**config.mk**
```make
export PLATFORM = sky130hd
export DESIGN_NAME = bp_lite_to_burst_buffered
export DESIGN_NICKNAME = d
export VERILOG_FILES = /design/src/rtl/bp_lite_to_burst_buffered_pkg.sv /design/src/rtl/bp_lite_to_burst_buffered_fifo.sv /design/src/rtl/bp_lite_to_burst_buffered_piso.sv /design/src/rtl/bp_lite_to_burst_buffered.sv
export SDC_FILE = /design/constraint.sdc
export NUM_CORES = 1
export LEC_CHECK = 0
export ABC_CLOCK_PERIOD_IN_PS = 3400
export CORE_AREA = 5 5 259 261
export CTS_CLUSTER_DIAMETER = 50
export CTS_CLUSTER_SIZE = 10
export DETAILED_ROUTE_END_ITERATION = 8
export DIE_AREA = 0 0 264 266
export GPL_TIMING_DRIVEN = 1
export PLACE_DENSITY = 0.3
export SLEW_MARGIN = 20
export SYNTH_ARGS = -nofsm -noshare
export SYNTH_HDL_FRONTEND = slang
export SYNTH_SLANG_ARGS = --single-unit
```
**constraint.sdc**
```tcl
create_clock -name clk_i -period 3.4 [get_ports clk_i]
set_input_delay 0.51 -clock clk_i [delete_from_list [all_inputs] [get_ports clk_i]]
set_output_delay 0.51 -clock clk_i [all_outputs]
set_load 0.02 [all_outputs]
```
**src/rtl/bp_lite_to_burst_buffered_pkg.sv**
```systemverilog
// rtl/bp_lite_to_burst_buffered_pkg.sv - shared header type, FSM states and beat-count helper
package bp_lite_to_burst_buffered_pkg;

  localparam int paddr_width_gp    = 40;
  localparam int msg_type_width_gp = 4;
  localparam int size_width_gp     = 3;

  // Header layout shared by the lite input and the burst header channel.
  typedef struct packed {
    logic [paddr_width_gp-1:0]    addr;
    logic [size_width_gp-1:0]     size;
    logic [msg_type_width_gp-1:0] msg_type;
  } mem_header_t;

  localparam int header_width_gp = $bits(mem_header_t);

  typedef enum logic {
    PISO_IDLE  = 1'b0,
    PISO_BURST = 1'b1
  } piso_state_e;

  // Beats needed for a (1 << size)-byte message, never zero and never more than the payload holds.
  function automatic int beat_count(input logic [size_width_gp-1:0] size,
                                    input int out_bytes,
                                    input int burst_words);
    int n;
    n = (1 << size) / out_bytes;
    if (n < 1) n = 1;
    if (n > burst_words) n = burst_words;
    return n;
  endfunction

endpackage

```
**src/rtl/bp_lite_to_burst_buffered_fifo.sv**
```systemverilog
// rtl/bp_lite_to_burst_buffered_fifo.sv - small 1r1w header queue with registered full flag
module bp_lite_to_burst_buffered_fifo #(
  parameter int width_p = 8,
  parameter int els_p   = 2
) (
  input  logic               clk_i,
  input  logic               reset_i,
  input  logic [width_p-1:0] data_i,
  input  logic               v_i,
  output logic               full_o,
  output logic [width_p-1:0] data_o,
  output logic               v_o,
  input  logic               yumi_i
);

  localparam int ptr_width_lp = (els_p > 1) ? $clog2(els_p) : 1;
  localparam int cnt_width_lp = $clog2(els_p + 1);

  logic [width_p-1:0]      mem_r [els_p];
  logic [ptr_width_lp-1:0] wr_ptr_r, rd_ptr_r;
  logic [cnt_width_lp-1:0] count_r;
  logic                    enq, deq;

  function automatic logic [ptr_width_lp-1:0] ptr_inc(input logic [ptr_width_lp-1:0] p);
    return (p == ptr_width_lp'(els_p - 1)) ? '0 : p + 1'b1;
  endfunction

  assign full_o = (count_r == cnt_width_lp'(els_p));
  assign v_o    = (count_r != '0);
  assign data_o = mem_r[rd_ptr_r];
  assign enq    = v_i & ~full_o;
  assign deq    = yumi_i & v_o;

  // Pointer and occupancy bookkeeping; reset empties the queue.
  always_ff @(posedge clk_i or negedge reset_i) begin
    if (!reset_i) begin
      wr_ptr_r <= '0;
      rd_ptr_r <= '0;
      count_r  <= '0;
    end else begin
      if (enq) wr_ptr_r <= ptr_inc(wr_ptr_r);
      if (deq) rd_ptr_r <= ptr_inc(rd_ptr_r);
      case ({enq, deq})
        2'b10:   count_r <= count_r + 1'b1;
        2'b01:   count_r <= count_r - 1'b1;
        default: count_r <= count_r;
      endcase
    end
  end

  // Entry storage; contents are don't-care until the count says otherwise.
  always_ff @(posedge clk_i) begin
    if (enq) mem_r[wr_ptr_r] <= data_i;
  end

endmodule

```
**src/rtl/bp_lite_to_burst_buffered_piso.sv**
```systemverilog
// rtl/bp_lite_to_burst_buffered_piso.sv - payload serializer with per-message beat count
module bp_lite_to_burst_buffered_piso
  import bp_lite_to_burst_buffered_pkg::*;
#(
  parameter int in_width_p  = 512,
  parameter int out_width_p = 64,
  parameter int cnt_width_p = 4
) (
  input  logic                   clk_i,
  input  logic                   reset_i,
  input  logic                   load_i,
  input  logic [in_width_p-1:0]  data_i,
  input  logic [cnt_width_p-1:0] beats_i,
  output logic                   ready_o,
  output logic [out_width_p-1:0] data_o,
  output logic                   v_o,
  output logic                   last_o,
  input  logic                   yumi_i
);

  piso_state_e             state_r, state_n;
  logic [in_width_p-1:0]   payload_r;
  logic [cnt_width_p-1:0]  beats_r, idx_r;
  logic                    last_beat;

  // Current beat is always the low lane; the register shifts down after each handshake.
  assign data_o    = payload_r[out_width_p-1:0];
  assign last_beat = (idx_r == beats_r - cnt_width_p'(1));

  // State register.
  always_ff @(posedge clk_i or negedge reset_i) begin
    if (!reset_i) state_r <= PISO_IDLE;
    else          state_r <= state_n;
  end

  // Next state and handshake outputs; ready also covers the final beat so a new load lands without a bubble.
  always_comb begin
    state_n = state_r;
    v_o     = 1'b0;
    last_o  = 1'b0;
    ready_o = 1'b0;
    case (state_r)
      PISO_IDLE: begin
        ready_o = 1'b1;
        if (load_i) state_n = PISO_BURST;
      end
      PISO_BURST: begin
        v_o     = 1'b1;
        last_o  = last_beat;
        ready_o = yumi_i & last_beat;
        if (yumi_i & last_beat) state_n = load_i ? PISO_BURST : PISO_IDLE;
      end
      default: state_n = PISO_IDLE;
    endcase
  end

  // Payload, beat count and beat index; a load always takes priority over advancing.
  always_ff @(posedge clk_i or negedge reset_i) begin
    if (!reset_i) begin
      payload_r <= '0;
      beats_r   <= '0;
      idx_r     <= '0;
    end else if (load_i) begin
      payload_r <= data_i;
      beats_r   <= beats_i;
      idx_r     <= '0;
    end else if (yumi_i) begin
      payload_r <= payload_r >> out_width_p;
      idx_r     <= idx_r + 1'b1;
    end
  end

endmodule

```
**src/rtl/bp_lite_to_burst_buffered.sv**
```systemverilog
// rtl/bp_lite_to_burst_buffered.sv - lite message to burst header/data stream converter
module bp_lite_to_burst_buffered
  import bp_lite_to_burst_buffered_pkg::*;
#(
  parameter int          in_data_width_p  = 512,
  parameter int          out_data_width_p = 64,
  parameter logic [15:0] payload_mask_p   = '0,
  parameter int          header_els_p     = 2,
  localparam int in_mem_msg_width_lp         = header_width_gp + in_data_width_p,
  localparam int out_mem_msg_header_width_lp = header_width_gp
) (
  input  logic                                   clk_i,
  input  logic                                   reset_i,
  input  logic [in_mem_msg_width_lp-1:0]         mem_i,
  input  logic                                   mem_v_i,
  output logic                                   mem_ready_o,
  output logic [out_mem_msg_header_width_lp-1:0] mem_header_o,
  output logic                                   mem_header_v_o,
  input  logic                                   mem_header_ready_i,
  output logic [out_data_width_p-1:0]            mem_data_o,
  output logic                                   mem_data_v_o,
  output logic                                   mem_data_last_o,
  input  logic                                   mem_data_ready_i
);

  localparam int burst_words_lp = in_data_width_p / out_data_width_p;
  localparam int cnt_width_lp   = $clog2(burst_words_lp) + 1;
  localparam int out_bytes_lp   = out_data_width_p / 8;

  mem_header_t                 hdr_li;
  logic [in_data_width_p-1:0]  payload_li;
  logic                        has_data;
  logic [cnt_width_lp-1:0]     beats_li;
  logic                        accept;
  logic                        ready_en_r;
  logic                        hdr_full, hdr_yumi;
  logic                        piso_ready, piso_load, data_yumi;

  assign hdr_li     = mem_i[in_mem_msg_width_lp-1 -: header_width_gp];
  assign payload_li = mem_i[in_data_width_p-1:0];
  assign has_data   = payload_mask_p[hdr_li.msg_type];
  assign beats_li   = cnt_width_lp'(beat_count(hdr_li.size, out_bytes_lp, burst_words_lp));

  // Ready uses only registered state plus the outgoing data handshake, never mem_v_i.
  assign mem_ready_o = ready_en_r & ~hdr_full & piso_ready;
  assign accept      = mem_v_i & mem_ready_o;
  assign piso_load   = accept & has_data;
  assign hdr_yumi    = mem_header_v_o & mem_header_ready_i;
  assign data_yumi   = mem_data_v_o & mem_data_ready_i;

  // Holds ready low through reset and opens it on the first edge afterwards.
  always_ff @(posedge clk_i or negedge reset_i) begin
    if (!reset_i) ready_en_r <= 1'b0;
    else          ready_en_r <= 1'b1;
  end

  bp_lite_to_burst_buffered_fifo #(
    .width_p (header_width_gp),
    .els_p   (header_els_p)
  ) header_queue (
    .clk_i   (clk_i),
    .reset_i (reset_i),
    .data_i  (hdr_li),
    .v_i     (accept),
    .full_o  (hdr_full),
    .data_o  (mem_header_o),
    .v_o     (mem_header_v_o),
    .yumi_i  (hdr_yumi)
  );

  bp_lite_to_burst_buffered_piso #(
    .in_width_p  (in_data_width_p),
    .out_width_p (out_data_width_p),
    .cnt_width_p (cnt_width_lp)
  ) data_piso (
    .clk_i   (clk_i),
    .reset_i (reset_i),
    .load_i  (piso_load),
    .data_i  (payload_li),
    .beats_i (beats_li),
    .ready_o (piso_ready),
    .data_o  (mem_data_o),
    .v_o     (mem_data_v_o),
    .last_o  (mem_data_last_o),
    .yumi_i  (data_yumi)
  );

endmodule

```
======== After elaboration in Yosys (flattened, before gate mapping) ========
Memories as Yosys holds them, arrays and structs flattened.
Cells that the tools add are included.
cells by class
  reduce and logical (&&, ||, !) cells .... 4
  magnitude comparators ................... 3
  shift operators ......................... 1
  eq/ne operators ......................... 4
  add/sub/neg operators ................... 7
  bitwise gates (word level) .............. 12
  mux-type cells .......................... 18
operators by type and width
  kind                                                                              number
  512-bit two-way mux                                                               2
  32-bit by 1-bit adder with 32-bit output                                          1
  32-bit by 5-bit greater-than comparator with 1-bit output, second input constant  1
  32-bit by 2-bit < comparator with 1-bit output, second input constant             1
  32-bit two-way mux                                                                1
  1-bit by 3-bit left shift with 32-bit output, first input constant                1
  4-bit two-way mux                                                                 3
  1-bit AND                                                                         10
  1-bit two-way mux                                                                 9
  2-bit nonzero test                                                                3
  4-bit by 5-bit < comparator with 1-bit output, second input constant              1
  4-bit by 1-bit adder with 4-bit output, second input constant                     1
  2-bit == test, second input constant                                              2
  4-bit == test                                                                     1
  1-bit case mux with 2 select lines                                                2
  2-bit case mux with 2 select lines                                                1
  4-bit by 1-bit subtractor with 4-bit output, second input constant                1
  3-bit OR reduction                                                                1
  1-bit adder, second input constant                                                2
  2-bit by 1-bit adder with 2-bit output, second input constant                     1
  2-bit by 1-bit == test with 1-bit output, second input constant                   1
  1-bit inverter                                                                    2
  2-bit by 1-bit subtractor with 2-bit output, second input constant                1
storage, ports and cells
  memory bits (writable) .................. 94
  memories ................................ 2
  bits of input ports ..................... 564
  word-level logic and storage cells ...... 59
  output and inout bits ................... 115
  flip-flop bits (word level) ............. 526
  bits in read-only memories .............. 16
memory list
  name                words  bits a word  read ports  clocked after memory_dff  write ports  line                                  source
  header_queue.mem_r  2      47           1           0                         1            bp_lite_to_burst_buffered_fifo.sv:19  logic [width_p-1:0] mem_r [els_p];
  (no name shown)     16     1            1           0                         0            bp_lite_to_burst_buffered.sv:41       assign has_data = payload_mask_p[hdr_li.msg_type];

======== Longest topological paths before layout ========
Gate-level depths: netlist of the first run.
  depth in word-level cells ............... 10
  gate-level depth with buffers ........... 8

======== Hierarchy ========
Synthesis of the first run repeated with hierarchy kept, for this count alone.
second synthesis, totals
  cells, all modules ...................... 2502
  area total of the unflattened synthesis .. 28021.9 µm²
modules (own cells, without submodules)
  module                          seq. area each (µm²)  cells an instance  area each (µm²)  instances
  bp_lite_to_burst_buffered_piso  13037.5               2327               24255.8          1
  bp_lite_to_burst_buffered_fifo  2922.8                164                3669.8           1
  bp_lite_to_burst_buffered       25.0                  11                 96.3             1

======== Worst setup path before layout of the first run ========
No wires, ideal clock.
  path kind ............................... register to register
  start ................................... reg data_piso.idx_r[0]
  end ..................................... mem header_queue.mem_r[0][0] in the netlist's numbering, enable pin
  data arrival time ....................... 3.146 ns
  cell stages (with the launch flop) ...... 5
  period minus slack after synthesis ...... 3.603 ns
  path buffers ............................ 0
  data required time ...................... 2.943 ns
  setup slack ............................. -0.203 ns
  path through ............................ dfrtp_1 -> ha_1 -> nand4_2 -> a211oi_4 -> nor2b_1
between the ends
  longest elaborated chain between the ends .. 8
RTL lines
  element                                  line                                  source
  start, declared                          bp_lite_to_burst_buffered_piso.sv:23  logic [cnt_width_p-1:0] beats_r, idx_r;
  start signal, assigned                   bp_lite_to_burst_buffered_piso.sv:69  idx_r <= idx_r + 1'b1;
  4-bit == test                            bp_lite_to_burst_buffered_piso.sv:28  assign last_beat = (idx_r == beats_r - cnt_width_p'(1));
  1-bit AND                                bp_lite_to_burst_buffered_piso.sv:50  ready_o = yumi_i & last_beat;
  1-bit case mux with 2 select lines       bp_lite_to_burst_buffered_piso.sv:42  case (state_r)
  1-bit AND                                bp_lite_to_burst_buffered.sv:45       assign mem_ready_o = ready_en_r & ~hdr_full & piso_ready;
  1-bit AND                                bp_lite_to_burst_buffered.sv:46       assign accept = mem_v_i & mem_ready_o;
  1-bit AND                                bp_lite_to_burst_buffered_fifo.sv:31  assign enq = v_i & ~full_o;
  1-bit two-way mux                        bp_lite_to_burst_buffered_fifo.sv:53  if (enq) mem_r[wr_ptr_r] <= data_i;
  1-bit two-way mux (implied by the code)  bp_lite_to_burst_buffered_fifo.sv:53
  end, declared                            bp_lite_to_burst_buffered_fifo.sv:19
Every way passes these cells.

======== Worst setup path in the final report of the first run ========
  start ................................... reg header_queue.rd_ptr_r
  end ..................................... out mem_header_o[28]
between the ends
  longest elaborated chain between the ends .. 1
RTL lines
  element                 line                                  source
  start, declared         bp_lite_to_burst_buffered_fifo.sv:20  logic [ptr_width_lp-1:0] wr_ptr_r, rd_ptr_r;
  start signal, assigned  bp_lite_to_burst_buffered_fifo.sv:42  if (deq) rd_ptr_r <= ptr_inc(rd_ptr_r);
  memory read 2 x 47 bit  -
  end, declared           bp_lite_to_burst_buffered.sv:17       output logic [out_mem_msg_header_width_lp-1:0] mem_header_o,
Every way passes these cells.

==> out/metrics.yaml, run 1 <==
ys_seq_area_share_pct: 70.8
cts_htree_levels: 3
power_density_nw_per_um2: 662
synth_cell_types: 20
fin_skew_ns: 0.0106
yosysWarnings: 0
crit_arrival_ns: 2.34
grt_pass1_wl_mm: 18.9
tightest_slew_ns: 0.520
avgViaCountPerCell: 1.79
ant_nets: 0
cp_max_fo: 14
postCtsSetupBuffers: 0
synthFlopType: "edfxtp_1"
cp-start-kind: "register"
ctsRootBufferMaster: "clkbuf_16"
multiInputGateArea_um2: 1000
async_flop_share_pct: 9.62
nets: 929
outcome: "complete, no violations"
port-buffer-count: 102
core_um2: 64200
max_cap_viol_count: 0
crit_path_end_kind: "output port"
track_usage_pct: 3.93
worst_ir_drop_vdd_uv: 335
drtPass1Iterations: 4
io_pins: 679
setup_ws_ns: 0.554
syn_area_per_cell_um2: 17.4
rsz0062_at_grt: "no"
cts_hold_buf: 0
cts_buffer_depth: 2
ys_ff_latch: 104
ctsResizeCount: 0
post-route-min-period_ns: 2.85
grt_overflow: 0
synth_edf_count: 94
hpwl_mm: 10.9
drive_gt1_share_pct: 20.7
die-area_um2: 70200
crit_required_ns: 2.89
first_global_vias: 2247
synthTopCellsByArea: "edfxtp_1, mux2_2, buf_4"
slew-limit-headroom_pct: 65.2
setup_viol: 0
register_area_um2: 3070
p_leak_nw: 2.09
wire_per_inst_um: 11.4
dieWidth_um: 264
layout_commonest_cell: "clkdlybuf4s50_1"
die_h_um: 266
dpl_worst_slack_ns: 0.637
setup-tns-final_ns: 0
drt-initial-drc-count: 61
clock_latency_ns: 0.36
yosys.area.top_type_share_pct: 65.0
fin_crit_sh_pct: 83.7
synth_top_cell_by_area: "edfxtp_1"
nFillCells: 7321
gp_congestion: 0.625
syn-instance-count: 250
criticalPathCategory: "register to output port"
grt_antenna_before_repair: 5
power_mw: 4.35
drc: 0
vias: 2200
start_util_pct: 6.76
clkTransAtPathRegs_ns: 0.08
drt_wl_total_mm: 14.0
grt_max_degree: 26
finalHoldViolCount: 0
cts_made_buffers: 9
cts.sinks: 104
syn2layout_area_growth_pct: 51.4
synth_area_um2: 4340
maxSlewViolCount: 0
final_cell_mix: "clkdlybuf4s50_1, edfxtp_1, conb_1"
cts_tree: "yes"
fmax_ghz: 0.351
rows: 93
hold_class: "input pin to asynchronous set/reset pin"
==> area by class of cell <==
cell class | count | area share, %
clock inverter | 5 | 0.609
tap | 855 | 16.3
timing repair buffer | 108 | 16.8
clock buffer | 11 | 4.19
multi-input combinational | 139 | 15.2
sequential | 104 | 46.8
antenna | 3 | 0.114
inverter | 1 | 0.0571
==> worst max-delay path, cell delays in order (launching register included) <==
cell	delay, ns
dfrtp_2	0.61
buf_4	0.30
mux2_2	0.35
clkdlybuf4s50_1	0.69
==> registers in the layout, indices dropped and copies added (netlist names) <==
signal / flops
header_queue.count_r: 2
header_queue.wr_ptr_r: 1
data_piso.idx_r: 4
ready_en_r: 1
header_queue.rd_ptr_r: 1
data_piso.state_r: 1
header_queue.mem_r: 94
==> Yosys cell counts (all sizes together) (2+ instances only) <==
cell     n
edfxtp  94
dfrtp   10
buf     69
nor2     2
mux2    48
nand2    2
ha       2
nand3    2
xnor2    4
conb     2
nor2b    2
and2     3
xor2     4
==> logic make-up (layout without fill, tap and decap cells) <==
kind of cell | after synthesis | in the layout | share of synthesized area [%]
AOI/OAI and AO/OA | 1 | 1 | 0.461
xor gates and xnor gates | 8 | 8 | 1.61
adders and majority gates | 2 | 2 | 0.576
buffers and inverters | 70 | 125 | 11.8
DFF | 104 | 104 | 70.8
muxes | 48 | 48 | 12.4
other | 2 | 68 | 0.173
and+or+nand+nor | 15 | 15 | 2.10
==> final timing paths <==
check / depth (start not counted) / start / endpoint / slack (ns)
max: 3 / header_queue.rd_ptr_r$_DFFE_PN0P_ / mem_header_o[28] / 0.55
min: 1 / reset_i / data_piso.state_r$_DFF_PN0_ / 0.49
max reg2reg: 5 / data_piso.idx_r[0]$_DFFE_PN0P_ / header_queue.mem_r[0][39]$_DFFE_PP_ / 1.32
min reg2reg: 1 / header_queue.count_r[1]$_DFFE_PN0P_ / header_queue.count_r[1]$_DFFE_PN0P_ / 0.51
max in group asynchronous: 1 / reset_i / header_queue.rd_ptr_r$_DFFE_PN0P_ / 2.54
min in group clk_i: 1 / header_queue.count_r[1]$_DFFE_PN0P_ / header_queue.count_r[1]$_DFFE_PN0P_ / 0.51
==> where the power goes <==
| group | switching [mW] | internal, mW |
|---|---|---|
| Clock | 0.505 | 0.595 |
| Sequential | 0.0824 | 1.58 |
| Combinational | 0.872 | 0.720 |
==> per-layer routing <==
metal | wire length [µm] | global-route usage [%] | vias up | share of wire, %
li1 | - | - | 1008 | -
met1 | 5590 | 4.48 | 1069 | 40
met2 | 6620 | 6.18 | 96 | 47
met3 | 1590 | 2.41 | 19 | 11
met4 | 160 | 1.17 | 8 | 1.1
met5 | 48 | 0 | - | 0.34
==> through the flow <==
stage	utilization (%)	hold slack [ns]	cell area (µm²)	cells
floorplan	-	0.214	4580	313
global placement	9.73	0.496	6250	1207
detailed placement	9.73	0.486	6250	1207
CTS	10.2	0.477	6570	1223
global route	10.2	0.503	6570	1223
finish	10.2	0.488	6570	1226
No activity file was read; power rests on OpenSTA's default activity.
==> inputs of run 2 (changes only) <==
--- a/config.mk
+++ b/config.mk
@@ -5,7 +5,7 @@
 export SDC_FILE = /design/constraint.sdc
 export NUM_CORES = 1
 export LEC_CHECK = 0
-export ABC_CLOCK_PERIOD_IN_PS = 3400
+export ABC_CLOCK_PERIOD_IN_PS = 2600
 export CORE_AREA = 5 5 259 261
 export CTS_CLUSTER_DIAMETER = 50
 export CTS_CLUSTER_SIZE = 10
==> constraint.sdc (replaced) <==
create_clock -name clk_i -period 2.6 [get_ports clk_i]
set_input_delay 0.39 -clock clk_i [delete_from_list [all_inputs] [get_ports clk_i]]
set_output_delay 0.39 -clock clk_i [all_outputs]
set_load 0.02 [all_outputs]
==> run 2 against run 1 <==
Compared with the run above:
- core utilization about the same
- global-route usage rose by 0.11 points
- critical path type unchanged
- count of clock-buffer cells in the layout is 2 lower
- cell count is the same
- register-to-register slack worse by 0.75 ns
- largest power group unchanged
- power grew 31%
- flip-flop and latch count did not move
- highest routed layer unchanged
==> out/metrics.yaml, run 2 (synthesis gave the netlist of run 1 again) <==
outcome: "complete, no violations"
cp-start-kind: "register"
cts_hold_buf: 0
final_cells: 1226
rows: 93
die-area_um2: 70200
final_cell_mix: "clkdlybuf4s50_1, edfxtp_1, conb_1"
nets: 930
cp_max_fo: 35
hpwl_mm: 11.1
fmax_ghz: 0.410
worst_ir_drop_vdd_uv: 330
dieWidth_um: 264
nFillCells: 7339
grt_overflow: 0
layout_commonest_cell: "clkdlybuf4s50_1"
start_util_pct: 6.76
crit_required_ns: 2.21
die_h_um: 266
slew-limit-headroom_pct: 65.9
drtPass1Iterations: 4
clock_latency_ns: 0.37
hold_class: "input pin to asynchronous set/reset pin"
slowest_delay_ns: 0.66
hold_ws_ns: 0.352
power_density_nw_per_um2: 867
cts_htree_levels: 3
drt_wl_total_mm: 14.4
cts_made_buffers: 9
crit_path_end_kind: "output port"
crit_buf_inv: 2
wire_per_inst_um: 11.7
top_regs: "header_queue.mem_r: 94 flops, data_piso.idx_r: 4 flops, header_queue.count_r: 2 flops"
drive_gt1_share_pct: 20.9
rsz0062_at_grt: "no"
grt_max_degree: 36
drt-initial-drc-count: 77
ant_nets: 0
setup-tns-final_ns: 0
cpMaxStageDelayCell: "clkdlybuf4s50_1"
path_cells: "buf_12 -> mux2_2 -> clkdlybuf4s50_1"
postCtsSetupBuffers: 0
max_cap_viol_count: 0
tightest_slew_ns: 0.510
p_leak_nw: 2.09
crit_arrival_ns: 2.05
criticalPathCategory: "register to output port"
post-route-min-period_ns: 2.44
power_mw: 5.72
r2r_slack_ns: 0.57
grt_pass1_wl_mm: 19.2
cts.sinks: 104
clkTransAtPathRegs_ns: 0.08
fin_crit_sh_pct: 93.8
core_um2: 64200
gp_congestion: 0.600
cts_buffer_depth: 2
grt_antenna_before_repair: 9
drc: 0
ctsResizeCount: 1
avgViaCountPerCell: 1.80
vias: 2212
ctsRootBufferMaster: "clkbuf_16"
port-buffer-count: 102
maxSlewViolCount: 0
regMostFlops: "header_queue.mem_r"
fin_skew_ns: 0.0109
fin_util_pct: 10.3
syn2layout_area_growth_pct: 52.1
finalHoldViolCount: 0
setup_viol: 0
largest_register_ffs: 94
track_usage_pct: 4.04
cts_tree: "yes"
io_pins: 679
path_delay_family: "buffers and inverters"
placed_cells: 1208
first_global_vias: 2348
==> run 2: cell types whose count changed in the layout (fill, tap and decap cells not counted), sizes merged <==
cell           before  now
diode               3    2
clkbuf             11    9
bufinv              0    1
buf                 6    7
dlygate4sd2         0    1
clkdlybuf4s50     102  101
clkinvlp            0    1
==> run 2: where the power goes <==
group          internal, mW  switching (mW)  leakage (nW)
Sequential             2.06          0.0648         0.986
Clock                 0.773           0.724         0.153
Combinational         0.955            1.14         0.953
==> run 2: stage by stage <==
step	area (µm²)	setup slack (ns)
finish	6600	0.161
global route	6600	0.0318
CTS	6600	0.0623
floorplan	4590	0.0130
detailed placement	6280	0.159
global placement	6280	0.146
==> run 2: final timing paths <==
| check | from | to | depth (start not counted) |
|---|---|---|---|
| setup / recovery | header_queue.rd_ptr_r$_DFFE_PN0P_ | mem_header_o[19] | 3 |
| setup reg to reg | data_piso.idx_r[0]$_DFFE_PN0P_ | header_queue.mem_r[0][2]$_DFFE_PP_ | 6 |
| hold / removal | reset_i | data_piso.idx_r[1]$_DFFE_PN0P_ | 1 |
| min in group clk_i | header_queue.count_r[1]$_DFFE_PN0P_ | header_queue.count_r[1]$_DFFE_PN0P_ | 1 |
| max in group asynchronous | reset_i | header_queue.rd_ptr_r$_DFFE_PN0P_ | 1 |
| hold reg to reg | header_queue.count_r[1]$_DFFE_PN0P_ | header_queue.count_r[1]$_DFFE_PN0P_ | 1 |
==> run 2: layout make-up <==
cell class,count,area (µm²),share of cell area [%]
Antenna cell,2,5.00,0.0758
Clock buffer,9,225,3.41
Timing Repair Buffer,109,1130,17.2
Clock inverter,7,90.1,1.36
Tap cell,855,1070,16.2
Multi-Input combinational cell,139,1000,15.1
Sequential cell,104,3070,46.6
Inverter,1,3.75,0.0569
==> run 2: layer usage <==
metal	routed length [µm]	global-route usage (%)
met1	5670	4.48
met2	6630	6.33
met3	1780	2.74
met4	221	1.17
met5	57	0
